**src/rtl/delay_pkg.sv**
```systemverilog
// Shared types and defaults for the delay-generator period monitor.
// Holds the monitor state encoding and the acceptance-window test.
package delay_pkg;

    typedef enum logic [1:0] {
        StSearch,
        StAcquire,
        StLocked,
        StFault
    } mon_state_e;

    localparam int unsigned DLY_N        = 20000;
    localparam int unsigned DLY_CBITS    = 15;
    localparam int unsigned DLY_TOL      = 2;
    localparam int unsigned DLY_LOCK_CNT = 4;

    // Lower bound written as g + tol >= n + 1 so nothing can underflow.
    function automatic logic in_window(input int unsigned g, input int unsigned n,
                                       input int unsigned tol);
        return (g + tol >= n + 1) && (g <= n + 1 + tol);
    endfunction

endpackage

```
**src/rtl/delay_gap_cnt.sv**
```systemverilog
// Saturating count of edges since the last pulse, with the window decode
// (good / early / late) of the current count.
module delay_gap_cnt
    import delay_pkg::*;
#(
    parameter int unsigned N     = DLY_N,
    parameter int unsigned CBITS = DLY_CBITS,
    parameter int unsigned TOL   = DLY_TOL
) (
    input  logic             clk,
    input  logic             rst,
    input  logic             sig,
    output logic [CBITS-1:0] gap,
    output logic             good,
    output logic             early,
    output logic             late
);

    logic [CBITS-1:0] gap_q, gap_d;

    always_comb begin
        gap_d = gap_q;
        if (sig) begin
            gap_d = CBITS'(1);
        end else if (gap_q != '1) begin
            gap_d = gap_q + CBITS'(1);
        end
    end

    always_ff @(posedge clk) begin
        if (rst) begin
            gap_q <= '0;
        end else begin
            gap_q <= gap_d;
        end
    end

    assign gap   = gap_q;
    assign good  = in_window(32'(gap_q), N, TOL);
    assign early = (32'(gap_q) + TOL) < (N + 1);
    // A pulse landing on the last good count wins over the late condition.
    assign late  = !sig && (32'(gap_q) == N + 1 + TOL);

endmodule

```
**src/rtl/delay_monitor.sv**
```systemverilog
// Period watchdog for the delay generator tick: acquires lock after a run of
// in-window intervals, then flags early / missing pulses and counts faults.
module delay_monitor
    import delay_pkg::*;
#(
    parameter int unsigned N        = DLY_N,
    parameter int unsigned CBITS    = DLY_CBITS,
    parameter int unsigned TOL      = DLY_TOL,
    parameter int unsigned LOCK_CNT = DLY_LOCK_CNT
) (
    input  logic             clk,
    input  logic             rst,
    input  logic             sig,
    output logic             locked,
    output logic             err_early,
    output logic             err_late,
    output logic             in_win,
    output logic [CBITS-1:0] period,
    output logic [7:0]       fault_cnt
);

    localparam logic [3:0] LockTarget = 4'(LOCK_CNT);

    mon_state_e       state_q, state_d;
    logic [3:0]       good_cnt_q, good_cnt_d;
    logic [CBITS-1:0] period_q, period_d;
    logic [7:0]       fault_cnt_q, fault_cnt_d;
    logic             err_early_q, err_early_d;
    logic             err_late_q, err_late_d;

    logic [CBITS-1:0] gap;
    logic             gap_good, gap_early, gap_late;

    delay_gap_cnt #(
        .N     (N),
        .CBITS (CBITS),
        .TOL   (TOL)
    ) u_gap_cnt (
        .clk   (clk),
        .rst   (rst),
        .sig   (sig),
        .gap   (gap),
        .good  (gap_good),
        .early (gap_early),
        .late  (gap_late)
    );

    always_comb begin
        state_d     = state_q;
        good_cnt_d  = good_cnt_q;
        period_d    = period_q;
        fault_cnt_d = fault_cnt_q;
        err_early_d = 1'b0;
        err_late_d  = 1'b0;

        unique case (state_q)
            StSearch: begin
                if (sig) begin
                    state_d    = StAcquire;
                    good_cnt_d = '0;
                end
            end
            StAcquire: begin
                if (sig) begin
                    period_d = gap;
                    if (gap_good) begin
                        good_cnt_d = good_cnt_q + 4'd1;
                        if (good_cnt_q + 4'd1 == LockTarget) begin
                            state_d = StLocked;
                        end
                    end else if (gap_early) begin
                        good_cnt_d  = '0;
                        err_early_d = 1'b1;
                    end
                end else if (gap_late) begin
                    state_d    = StSearch;
                    err_late_d = 1'b1;
                end
            end
            StLocked: begin
                if (sig) begin
                    period_d = gap;
                    if (gap_early) begin
                        err_early_d = 1'b1;
                        state_d     = StFault;
                        if (fault_cnt_q != 8'hFF) fault_cnt_d = fault_cnt_q + 8'd1;
                    end
                end else if (gap_late) begin
                    err_late_d = 1'b1;
                    state_d    = StFault;
                    if (fault_cnt_q != 8'hFF) fault_cnt_d = fault_cnt_q + 8'd1;
                end
            end
            StFault: begin
                // Pulse after a fault only re-establishes phase; it is not judged.
                if (sig) begin
                    state_d    = StAcquire;
                    good_cnt_d = '0;
                end
            end
            default: state_d = StSearch;
        endcase
    end

    always_ff @(posedge clk) begin
        if (rst) begin
            state_q     <= StSearch;
            good_cnt_q  <= '0;
            period_q    <= '0;
            fault_cnt_q <= '0;
            err_early_q <= 1'b0;
            err_late_q  <= 1'b0;
        end else begin
            state_q     <= state_d;
            good_cnt_q  <= good_cnt_d;
            period_q    <= period_d;
            fault_cnt_q <= fault_cnt_d;
            err_early_q <= err_early_d;
            err_late_q  <= err_late_d;
        end
    end

    assign locked    = (state_q == StLocked);
    assign err_early = err_early_q;
    assign err_late  = err_late_q;
    assign in_win    = (state_q != StSearch) && gap_good;
    assign period    = period_q;
    assign fault_cnt = fault_cnt_q;

endmodule

```
**config.mk**
```make
export PLATFORM = sky130hd
export DESIGN_NAME = delay_monitor
export DESIGN_NICKNAME = d
export VERILOG_FILES = /design/src/rtl/delay_pkg.sv /design/src/rtl/delay_gap_cnt.sv /design/src/rtl/delay_monitor.sv
export SDC_FILE = /design/constraint.sdc
export NUM_CORES = 1
export LEC_CHECK = 0
export CAP_MARGIN = 0
export CORE_AREA = 2 2 69 71
export DETAILED_ROUTE_END_ITERATION = 7
export DIE_AREA = 0 0 71 73
export PLACE_DENSITY = 0.83
export SYNTH_ARGS = -nofsm -noshare
export SYNTH_HDL_FRONTEND = slang
export SYNTH_HIERARCHICAL = 1
export SYNTH_SLANG_ARGS = --single-unit
```
**constraint.sdc**
```tcl
create_clock -name clk -period 5.5 [get_ports clk]
set_clock_uncertainty 0.15 [all_clocks]
set_input_delay 1.375 -clock clk [delete_from_list [all_inputs] [get_ports clk]]
set_output_delay 1.375 -clock clk [all_outputs]
set_load 0.01 [all_outputs]
```
==> metrics.txt <==
via count 2454; share of cells above drive strength 1 0.0621; Seq cells post-synth 46; VDD IR-drop max 117 µV; max_slew headroom 0.248; die height 73 µm; placed cell areas 2880 µm²; area of the multi-input gates 1560 µm²; total gr overflow 0; Area Overhead vs Synth 15.0%; Avg WL per Cell 14.3 µm; number of global-route vias before repair 2185; Final Slew Violations 0; RSZ-0062 raised after global routing no; initial drt markers 159; Sum Neg Setup Slack 0 ns; CP Max Fanout 9; syn avg cell area 7.75 µm²; std cell rows 25; most numerous cell in the Yosys netlist nand2_1; drt first pass iters 4; Net Sw Frac 0.298; initial antenna violation count 0; Num CTS Buffers 5; Ys Warns 6; core area 4540 µm²; internal power 553 µW; final total power 788 µW; Crit Path Category register to primary output; Mapped Area 2600 µm²; pwr dens 263 nW/µm²; post-synth top area share 0.354; sequential cell area fraction in the yosys report 0.354; H-tree depth 2; Post-synth EDFFs 0; Clk pin slew, worst setup/hold paths 0.08 ns; clock sink total 46; largest net degree at the start of global routing 32; Max-Cap Viols 0; Hold-fix buffers, CTS 0; worst min-delay path class register to register; post-synth top area cell dfxtp_1; FF/Latch Area 921 µm²; status completed; final instance area 2990 µm²; Initial Utilization 0.574; final setup vio count 0; port buffer count 29; Net Sw Power 235 µW; die area 5180 µm²; Skew-Pair Late Insertion Delay 0.30 ns; ANT nets after route 0; Chip Width 71 µm; final worst-path cycle share 0.890; Final Hold Viols 0; clock share of power 0.325; crit path DAT 3.37 ns; Flop pwr share 0.452; clock period minus worst slack 4.89 ns; Async SR Flop Fraction 0; Mapped Cells 336; first-pass GRT wire length 9.92 mm; post_cts resized 0; drt drc 0; leak pwr 0.00103 µW; Max Root-Sink Buffers 2; synth top area cells dfxtp_1 (35%), nand2_1 (7.6%), a21oi_1 (6.0%), ha_1 (4.8%), nor2_1 (4.8%); Ports 30; postcts setup bufs 0; routed wire length 5.81 mm; GRT Util Overall 0.236; vias per cell 6.01; hpwl dp 4.12 mm; diode count 0; Fmax 0.204 GHz; CTS root buffer clkbuf_8; TritonCTS clock tree yes; Unique masters post-synth 57; nets@finish 367; filler cell count 389; gp weighted congestion 0.951; required time worst endpoint 3.97 ns; commonest cells in the netlist nand2_1 (53), dfxtp_1 (46), nor2_1 (33); logic gate share of total power 0.223; slew at the pin closest to its max-slew limit 1.12 ns; Main synth FF type dfxtp_1; Worst setup EP type primary output; synthesized net count 349; type of origin of the critical path register
[cells by family after synthesis]
family | after synthesis | share of synthesized area
AND/OR/NAND/NOR | 158 | 0.304
multiplexers | 2 | 0.00961
flip-flops | 46 | 0.354
buffers and inverters | 30 | 0.0476
adder cells (fa/ha/maj) | 10 | 0.0481
XOR/XNOR | 14 | 0.0471
AO/OA/AOI/OAI | 76 | 0.189
[metrics by stage]
step	utilization	setup WS (ns)	instances	hold WS, ns
2_1_floorplan	-	1.85	336	0.281
6_report	0.660	0.607	408	0.307
3_5_place_dp	0.635	0.954	401	0.297
5_1_grt	0.660	0.345	408	0.333
4_1_cts	0.660	0.648	408	0.309
3_3_place_gp	0.635	1.14	401	0.292
[critical path, stage by stage, from the launching register on]
cell	delay, ns
dfxtp_1	0.50
ha_1	0.35
nand2_1	0.14
nor3_1	0.45
nand4b_1	0.22
a21oi_2	0.19
a211oi_1	0.11
a32oi_1	0.42
nor2b_1	0.18
clkdlybuf4s50_1	0.53
[metal layers]
layer  global-route usage  wire length (µm)  vias to the layer above
met2                0.378              2760                       79
met5                    0                 0                        -
met4                0.115               116                        0
li1                     -                 -                     1227
met1                0.313              2660                     1137
met3               0.0359               280                       11
[flip-flops by register name, summed over array words and instances, names as in the netlist]
name           count
period            15
u_gap_cnt/gap     15
fault_cnt          8
good_cnt_q         4
state_q            2
err_early          1
err_late           1
[layout by cell type, fill, tap and decap left out, types with 3 or more instances in the layout]
master,netlist,layout
a31oi_1,3,3
ha_1,10,10
a21oi_1,31,31
xor2_1,9,9
nand4_1,10,10
nand3_1,15,15
or4_1,4,4
o31ai_1,4,4
nor3_1,7,7
nor2_1,33,33
o21ai_0,12,12
a211oi_1,4,4
inv_1,12,12
nor4_1,4,4
or3_1,5,5
xnor2_1,5,5
and2_1,3,3
o21a_1,3,3
dfxtp_1,46,46
clkdlybuf4s50_1,0,29
clkbuf_8,0,6
and3_1,4,4
nand2_1,53,53
[power groups by stage]
stage / logic [µW] / clock network [µW] / registers [µW]
after detailed placement: 175 / 0 / 364
after floorplan: 128 / 0 / 365
after global placement: 173 / 0 / 364
after CTS: 176 / 261 / 356
after global routing: 197 / 274 / 359
final: 175 / 256 / 356
[worst paths after layout]
path	end	depth (start not counted)	start	slack, ns
min	period[5]	2	period[5]	0.31
min reg2reg	period[5]	2	period[5]	0.31
max	in_win	9	u_gap_cnt/gap[1]	0.61
max reg2reg	good_cnt_q[1]	11	u_gap_cnt/gap[1]	2.00
[area by class of cell]
cell class	instances	share of cell area
Clock inverter	1	0.0100
Multi-Input combinational cell	260	0.520
Sequential cell	46	0.308
Clock buffer	6	0.0276
Timing Repair Buffer	29	0.0969
Tap cell	54	0.0226
Inverter	12	0.0150
(Power assumes the default switching activity.)
